### config.mk
export PLATFORM = sky130hd
export DESIGN_NAME = disp_scan_ctrl_flat
export DESIGN_NICKNAME = d
export VERILOG_FILES = /design/src/rtl/disp_scan_ctrl_if.sv /design/src/rtl/disp_scan_ctrl.sv /design/src/flat_wrapper.sv
export SDC_FILE = /design/constraint.sdc
export NUM_CORES = 1
export LEC_CHECK = 0
export ABC_CLOCK_PERIOD_IN_PS = 4100
export BUFFER_PORTS_ARGS = -buffer_cell sky130_fd_sc_hd__buf_2
export CAP_MARGIN = 20
export CORE_MARGIN = 8
export CORE_UTILIZATION = 35
export CTS_CLUSTER_SIZE = 30
export DETAILED_ROUTE_END_ITERATION = 10
export SYNTH_ARGS = -nofsm -noshare
export SYNTH_HDL_FRONTEND = slang
export SYNTH_SLANG_ARGS = --single-unit
### constraint.sdc
create_clock -name CLK_12_MHZ -period 4.1 [get_ports CLK_12_MHZ]
set_input_delay 1.23 -clock CLK_12_MHZ [delete_from_list [all_inputs] [get_ports CLK_12_MHZ]]
set_output_delay 1.23 -clock CLK_12_MHZ [all_outputs]
set_load 0.01 [all_outputs]
### src/rtl/disp_scan_ctrl_if.sv
// Host-side write/commit bus for the display scan controller.
// The host drives the shadow-buffer writes and commit requests; the controller returns commit_ack.
interface disp_scan_ctrl_if;
  logic       wr_en;
  logic [2:0] wr_addr;
  logic [3:0] wr_data;
  logic       wr_dp;
  logic       commit;
  logic       commit_ack;

  modport master (
    output wr_en, wr_addr, wr_data, wr_dp, commit,
    input  commit_ack
  );

  modport slave (
    input  wr_en, wr_addr, wr_data, wr_dp, commit,
    output commit_ack
  );
endinterface

### src/rtl/disp_scan_ctrl.sv
// Multiplexed hex display scan scheduler: per-digit dwell slots with leading blanking,
// and a shadow/active double buffer that swaps only at a frame boundary.
module disp_scan_ctrl #(
  parameter int DVSR       = 120000,
  parameter int BLANK_CYC  = 1200,
  parameter int NUM_DIGITS = 6
) (
  input  logic                  CLK_12_MHZ,
  input  logic                  RST_N,
  disp_scan_ctrl_if.slave       bus,
  output logic [NUM_DIGITS-1:0] an_n,
  output logic [3:0]            hex,
  output logic                  dp,
  output logic                  frame_tick
);

  localparam logic [22:0]           CNT_LAST  = 23'(DVSR - 1);
  localparam logic [22:0]           BLANK_END = 23'(BLANK_CYC - 1);
  localparam logic [2:0]            IDX_LAST  = 3'(NUM_DIGITS - 1);
  localparam logic [NUM_DIGITS-1:0] ONE_HOT0  = NUM_DIGITS'(1);

  typedef enum logic {BLANK, DRIVE} state_t;

  state_t      state, state_next;
  logic [22:0] cnt, cnt_next;
  logic [2:0]  idx, idx_next;
  logic        pending;

  // Each entry is {dp, hex}; sized to the full 3-bit address space so indexing is exact.
  logic [4:0] shadow [8];
  logic [4:0] active [8];

  logic                  slot_wrap;
  logic                  frame_end;
  logic                  do_load;
  logic                  addr_ok;
  logic [NUM_DIGITS-1:0] an_n_next;
  logic [3:0]            hex_next;
  logic                  dp_next;
  logic                  frame_tick_next;

  assign slot_wrap = (cnt == CNT_LAST);
  assign frame_end = slot_wrap && (idx == IDX_LAST);
  assign do_load   = frame_end && (pending || bus.commit);
  assign addr_ok   = ({1'b0, bus.wr_addr} < 4'(NUM_DIGITS));

  // Outputs are registered from next-cycle values so each registered output lines up
  // with the cnt/idx/state of the same cycle.
  always_comb begin
    // NOTE: every signal gets a default before any branch, so no path leaves it unassigned (no latch).
    cnt_next        = slot_wrap ? '0 : cnt + 23'd1;
    idx_next        = idx;
    state_next      = state;
    an_n_next       = '1;
    hex_next        = 4'h0;
    dp_next         = 1'b0;

    if (slot_wrap) idx_next = (idx == IDX_LAST) ? 3'd0 : idx + 3'd1;

    case (state)
      BLANK:   if (cnt == BLANK_END) state_next = DRIVE;
      DRIVE:   if (slot_wrap)        state_next = BLANK;
      default:                       state_next = BLANK;
    endcase

    // active never changes inside a slot: it only reloads on the frame wrap, which enters BLANK.
    if (state_next == DRIVE) begin
      an_n_next           = ~(ONE_HOT0 << idx_next);
      {dp_next, hex_next} = active[idx_next];
    end

    frame_tick_next = (cnt_next == CNT_LAST) && (idx_next == IDX_LAST);
  end

  always_ff @(posedge CLK_12_MHZ or negedge RST_N) begin
    if (!RST_N) begin
      state          <= BLANK;
      cnt            <= '0;
      idx            <= '0;
      pending        <= 1'b0;
      an_n           <= '1;
      hex            <= 4'h0;
      dp             <= 1'b0;
      frame_tick     <= 1'b0;
      bus.commit_ack <= 1'b0;
    end else begin
      // NOTE: sequential state uses non-blocking assignments so every register samples pre-edge values.
      state          <= state_next;
      cnt            <= cnt_next;
      idx            <= idx_next;
      an_n           <= an_n_next;
      hex            <= hex_next;
      dp             <= dp_next;
      frame_tick     <= frame_tick_next;
      bus.commit_ack <= do_load;
      if (do_load)         pending <= 1'b0;
      else if (bus.commit) pending <= 1'b1;
    end
  end

  // NOTE: the buffers are small register arrays that must read as zero after reset, so they are reset explicitly.
  always_ff @(posedge CLK_12_MHZ or negedge RST_N) begin
    if (!RST_N) begin
      for (int i = 0; i < 8; i++) begin
        shadow[i] <= '0;
        active[i] <= '0;
      end
    end else begin
      // The copy reads shadow before this edge's write lands, so a boundary-cycle write waits for the next commit.
      if (do_load) begin
        for (int i = 0; i < 8; i++) active[i] <= shadow[i];
      end
      if (bus.wr_en && addr_ok) shadow[bus.wr_addr] <= {bus.wr_dp, bus.wr_data};
    end
  end

endmodule

### src/flat_wrapper.sv
// flat-port wrapper written by rule: the top's interface ports become plain ports
module disp_scan_ctrl_flat 
#(
  parameter int DVSR       = 120000,
  parameter int BLANK_CYC  = 1200,
  parameter int NUM_DIGITS = 6
)
  (CLK_12_MHZ, RST_N, an_n, hex, dp, frame_tick, bus_wr_en, bus_wr_addr, bus_wr_data, bus_wr_dp, bus_commit, bus_commit_ack);
  disp_scan_ctrl_if bus_i ();
  input  logic CLK_12_MHZ;
  input  logic RST_N;
  output logic [NUM_DIGITS-1:0] an_n;
  output logic [3:0] hex;
  output logic dp;
  output logic frame_tick;
  input wire logic [$bits(bus_i.wr_en)-1:0] bus_wr_en;
  input wire logic [$bits(bus_i.wr_addr)-1:0] bus_wr_addr;
  input wire logic [$bits(bus_i.wr_data)-1:0] bus_wr_data;
  input wire logic [$bits(bus_i.wr_dp)-1:0] bus_wr_dp;
  input wire logic [$bits(bus_i.commit)-1:0] bus_commit;
  output wire logic [$bits(bus_i.commit_ack)-1:0] bus_commit_ack;
  assign bus_i.wr_en = bus_wr_en;
  assign bus_i.wr_addr = bus_wr_addr;
  assign bus_i.wr_data = bus_wr_data;
  assign bus_i.wr_dp = bus_wr_dp;
  assign bus_i.commit = bus_commit;
  assign bus_commit_ack = bus_i.commit_ack;
  disp_scan_ctrl #(.DVSR(DVSR), .BLANK_CYC(BLANK_CYC), .NUM_DIGITS(NUM_DIGITS)) u_core (.CLK_12_MHZ(CLK_12_MHZ), .RST_N(RST_N), .bus(bus_i), .an_n(an_n), .hex(hex), .dp(dp), .frame_tick(frame_tick));
endmodule
# After elaboration in Yosys (flattened, before gate mapping)
# Index checks and enable logic that the tools add are counted.
dict set report op_classes {
  n_addsub 2
  n_mul 0
  n_div 0
  magnitude_cmp 4
  n_eq_ne 5
  shifts 1
  n_mux 17
  bitwise 4
  n_reduce_logical 7
}
# op n
set ops {}
lappend ops {{$eq A23 B17 Y1 const B} 2}
lappend ops {{$bwmux W40} 1}
lappend ops {{$add A23 B1 Y23 const B} 1}
lappend ops {{$eq A23 B11 Y1 const B} 1}
lappend ops {{$mux W23} 1}
lappend ops {{$bmux W5 S3} 1}
lappend ops {{$demux W5 S3} 1}
lappend ops {{$mux W5} 3}
lappend ops {{$ge A4 B4 Y1 const B} 2}
lappend ops {{$not A3 Y4} 2}
lappend ops {{$eq A3 B3 Y1 const B} 2}
lappend ops {{$mux W3} 2}
lappend ops {{$mux W6} 1}
lappend ops {{$not A6 Y6} 1}
lappend ops {{$shl A1 B3 Y6 const A} 1}
lappend ops {{$logic_and A1 B1 Y1} 5}
lappend ops {{$mux W1} 5}
lappend ops {{$lt A4 B1 Y1 const B} 1}
lappend ops {{$mux W4} 1}
lappend ops {{$add A3 B1 Y3 const B} 1}
lappend ops {{$lt A3 B3 Y1 const B} 1}
lappend ops {{$pmux W1 S2} 1}
lappend ops {{$reduce_bool A2 Y1} 1}
lappend ops {{$logic_or A1 B1 Y1} 1}
lappend ops {{$not A1 Y1} 1}
dict set report totals {
  regBits 121
  latchBits 0
  mem_bits_rw 0
  mem_bits_ro 0
  in_bits 12
  n_memories 0
}

# Depth between registers and ports, before layout
dict set report logic_depth {
  depth_word 8
  mapped_depth 11
}

# Worst setup path before layout
# OpenSTA, ideal clock, no wires.
dict set report synth_path {
  path_type {register to register}
  from {register u_core.cnt[9]}
  to {register u_core.dp}
  t_arrival_ns 2.464
  slack_ns 1.516
  path_stages_with_launch 8
  n_path_buf 1
  period_less_slack_ns 2.584
  cell_sequence {dfrtp_1 -> clkbuf_1 -> or4b_1 -> or3_4 -> nor3_4 -> mux2_1 -> a221o_1 -> o211a_1}
}
dict set report synth_between {
  elab_chain_len 7
  elab_cells_between_ends 11
}
# item line
set synth_rtl {}
lappend synth_rtl {{from (decl)} disp_scan_ctrl.sv:25} ;# logic [22:0] cnt, cnt_next;
lappend synth_rtl {{from (signal assigned)} disp_scan_ctrl.sv:89} ;# cnt <= cnt_next;
lappend synth_rtl {{$eq A23 B17 Y1} disp_scan_ctrl.sv:42} ;# assign slot_wrap = (cnt == CNT_LAST);
lappend synth_rtl {{$mux W3} disp_scan_ctrl.sv:58} ;# if (slot_wrap) idx_next = (idx == IDX_LAST) ? 3'd0 : idx + 3'd1;
lappend synth_rtl {{$not A3 Y4 (implied by the code)} disp_scan_ctrl.sv:69} ;# {dp_next, hex_next} = active[idx_next];
lappend synth_rtl {{$bmux W5 S3} disp_scan_ctrl.sv:69}
lappend synth_rtl {{$mux W5 (implied by the code) (2 in a row)} disp_scan_ctrl.sv:69}
lappend synth_rtl {{$mux W1 *} disp_scan_ctrl.sv:67} ;# if (state_next == DRIVE) begin
lappend synth_rtl {{net u_core.dp_next} disp_scan_ctrl.sv:39} ;# logic dp_next;
lappend synth_rtl {{to (signal assigned)} disp_scan_ctrl.sv:93} ;# dp <= dp_next;
lappend synth_rtl {{to (decl)} disp_scan_ctrl.sv:13} ;# output logic dp,
# The timed path passes the listed nets; every way through them passes the cells marked *. The select of a mux whose other input is x is not followed.
# A chain may end at the register's enable or synchronous reset.

# Worst setup path in the final report
dict set report layout_path {
  from {register u_core.cnt[5]}
  to {register u_core.hex[2]}
}
dict set report layout_between {
  elab_chain_len 7
  elab_cells_between_ends 11
}
# item line
set layout_rtl {}
lappend layout_rtl {{$eq A23 B17 Y1} disp_scan_ctrl.sv:42}
lappend layout_rtl {{$mux W3} disp_scan_ctrl.sv:58}
lappend layout_rtl {{net u_core.idx_next[0]} disp_scan_ctrl.sv:26} ;# logic [2:0] idx, idx_next;
lappend layout_rtl {{$not A3 Y4 (implied by the code)} disp_scan_ctrl.sv:69}
lappend layout_rtl {{$bmux W5 S3} disp_scan_ctrl.sv:69}
lappend layout_rtl {{$mux W5 (implied by the code) (2 in a row)} disp_scan_ctrl.sv:69}
lappend layout_rtl {{$mux W4} disp_scan_ctrl.sv:67}
lappend layout_rtl {{net u_core.hex_next[2]} disp_scan_ctrl.sv:38} ;# logic [3:0] hex_next;
lappend layout_rtl {{to (signal assigned)} disp_scan_ctrl.sv:92} ;# hex <= hex_next;
lappend layout_rtl {{to (decl)} disp_scan_ctrl.sv:12} ;# output logic [3:0] hex,
# The timed path passes the listed nets, and every way through them passes these cells. The select of a mux whose other input is x is not followed.

==> results_dict.tcl <==
set metrics [dict create \
    finalCriticalPeriod_ns 3.250 \
    reg2regPathDepth 7 \
    period_share_pct 79.26 \
    ys_types 61 \
    wl_met3_um 593 \
    relSlewSlack_pct 33.67 \
    peakVddDrop_mv 0.2932 \
    cts_buffer_depth 2 \
    dpl.hpwl_mm 8.803 \
    wl_met1_mm 5.849 \
    globalplace.congestion 0.8637 \
    post-synth-top-area-fraction_pct 50.88 \
    finalInstanceArea_um2 6482 \
    arrival_ns 3.50 \
    overflow 0 \
    postCtsSetupBuffers 0 \
    rrSetupSlack_ns 0.85 \
    cts_tree "yes" \
    cts_root_buffer "clkbuf_16" \
    ctsHoldBuffers 0 \
    vias 3744 \
    seqCellArea_um2 3035 \
    holdWs_ns 0.3709 \
    timing.rr.start "u_core.cnt[5]" \
    yosysMostFrequentCell "dfrtp_1" \
    syn_avg_cell_area_um2 11.86 \
    layout-drive-gt1-share_pct 29.03 \
    cp-start-kind "flop" \
    core_um2 15830 \
    ys_ff_latch 121 \
    fin_nets 507 \
    cts.sink_count 121 \
    h-tree-depth 4 \
    synth_edf_count 0 \
    grt_use_total_pct 13.35 \
    status "finished clean" \
    finalSetupViolations 0 \
    rsz0062_at_grt "false" \
    grt_pass1_vias 3920 \
    yosysSeqAreaShare_pct 53.67 \
    start_util_pct 35.73 \
    grt_max_degree 59 \
    drtIter0Drc 232 \
    tns_ns 0 \
    finClkSkew_ns 0.01117 \
    r2r_end "u_core.hex[2]" \
    power_density_nw_per_um2 417.2 \
    power_leakage_nw 2.777 \
    power_frac_comb_pct 4.0 \
    finalMaxSlewViolations 0 \
    netlist_top_cells_count "115 x dfrtp_1, 64 x mux2_2, 36 x nand2_1, 34 x nor2_1, 19 x mux2i_1" \
    p_sw_share_pct 21.66 \
    hp-class "reg2reg" \
    crit_end "u_core.hex[2]" \
    routed.top_layer "met4" \
    diodes 0 \
    crit_start "u_core.cnt[5]" \
    drcViolationCount 0 \
    maxCapViolCount 0 \
    ctsResizeCount 0 \
    clock.fmax_ghz 0.3077 \
    numCtsBuffers 17 \
    p_sw_mw 0.5858 \
    worstSetupPathType "reg2reg" \
    synth-main-ff-cell "dfrtp_1" \
    ys_warn_count 0 \
    crit_fanout 11 \
    ios 25 \
    placed_area_um2 5964 \
    dieWidth_um 143.1 \
    wl_per_cell_um 17.19 \
    ant_nets 0 \
    cp-end-kind "flop" \
    die_y_um 143.1 \
    portBuffers 24 \
    grt_pass1_wl_mm 21.02 \
    power_frac_seq_pct 48.0 \
    layout-area-overhead-vs-synth_pct 14.62 \
    async_flop_share_pct 100.0 \
    syn_inst 477 \
    multiInputGateArea_um2 2436 \
    internal_power_mw 2.118 \
    synth_area_leader_cell "dfrtp_1" \
    drt_wl_total_mm 12.36 \
    antenna_found_initial 0 \
    pwr-share-clk_pct 48.0 \
    worst_slew_pin_slew_ns 0.9873 \
    synth_nets 490 \
    fillers 1502 \
    cp.required_ns 4.35 \
    synth.area.top_cells "dfrtp_1 51%, mux2_2 13%, mux2i_1 3.4%" \
    die_area_um2 20480 \
    worstSkewPairLatency_ns 0.41 \
    syn-cell-area_um2 5655 \
    finalHoldViolations 0 \
    clk_pin_slew_ns 0.05 \
    vias_per_cell 5.207 \
    row_count 46 \
    drtPass1Iterations 5 \
    met2_wirelength_mm 5.729 \
]
[sequential cells by signal, summed over array words and instances (netlist names)]
register               flops
u_core.active             40
u_core.an_n                6
u_core.bus.commit_ack      1
u_core.cnt                23
u_core.dp                  1
u_core.frame_tick          1
u_core.hex                 4
u_core.idx                 3
u_core.pending             1
u_core.shadow             40
u_core.state               1
[cell families (layout without fill, tap and decap cells)]
| family | Yosys count | count (layout) | synth area share, % |
|---|---|---|---|
| AOI/OAI and AO/OA | 40 | 40 | 5.355 |
| xor gates and xnor gates | 24 | 24 | 3.717 |
| adders and majority gates | 1 | 1 | 0.2212 |
| buffers and inverters | 42 | 68 | 3.341 |
| DFF | 121 | 121 | 53.67 |
| muxes | 91 | 91 | 17.70 |
| and+or+nand+nor | 158 | 158 | 16.00 |
[cell type report]
type	instances	share of cell area (%)
well taps	216	4.169
repair buffers	31	2.895
inverters	9	0.5404
clock inverters	8	0.7914
flip-flops and latches	121	46.82
clock buffers	20	7.199
multi-input cells	314	37.58
[how the worst min path moves through the flow]
stage	from	end	slack [ns]	cells after the start
floorplan	u_core.shadow[0]	u_core.shadow[0]	0.42	1
global placement	u_core.shadow[1]	u_core.shadow[1]	0.36	0
detailed placement	u_core.shadow[6]	u_core.shadow[6]	0.36	0
CTS	u_core.shadow[6]	u_core.shadow[6]	0.37	0
global route	u_core.shadow[1]	u_core.shadow[1]	0.38	0
finish	u_core.shadow[6]	u_core.shadow[6]	0.37	0
[layout by cell type, fill, tap and decap left out, types with 5 or more instances in the layout]
cell type,instances
nand3_1,16
clkbuf_16,17
dfstp_2,6
nor3_1,9
inv_1,5
xor2_1,8
a211oi_1,5
buf_2,23
clkinv_2,5
o21ai_0,6
nor4_1,12
dfrtp_1,115
nand4b_1,5
buf_4,7
nand4_1,10
mux2_2,64
mux2_1,8
mux2i_1,19
xnor2_1,16
and4_1,6
nand2_1,36
nor2_1,34
a21oi_1,6
[worst max-delay path, cell delays in order, from the launching register on]
cell and delay (ns):
dfrtp_1 0.55, and4_1 0.33, nand4_1 0.38, o21ai_0 0.43
and2_1 0.38, clkinv_1 0.29, mux2i_1 0.21, a2111oi_1 0.51
[power groups by stage]
stage | combinational [mW] | clock [mW] | sequential (mW)
finish | 0.107 | 1.30 | 1.30
global route | 0.122 | 1.39 | 1.31
CTS | 0.111 | 1.33 | 1.30
detailed placement | 0.111 | 0 | 1.32
global placement | 0.104 | 0 | 1.31
floorplan | 0.0633 | 0 | 1.30
[stage by stage]
| stage | worst slack [ns] | power [mW] | instances | util (%) |
|---|---|---|---|---|
| 2_1_floorplan | 1.516 | 1.364 | 477 | - |
| 3_3_place_gp | 0.8877 | 1.419 | 691 | 37.68 |
| 3_5_place_dp | 0.8238 | 1.429 | 691 | 37.68 |
| 4_1_cts | 0.8132 | 2.740 | 719 | 40.96 |
| 5_1_grt | 0.4600 | 2.815 | 719 | 40.96 |
| 6_report | 0.8502 | 2.704 | 719 | 40.96 |
[routing by layer]
metal	track usage (%)	vias to the layer above
met5	0	-
met4	4.866	0
met3	3.907	16
met2	20.17	85
met1	17.73	1882
li1	-	1761
Note: power is estimated with default switching activity, not from simulation.
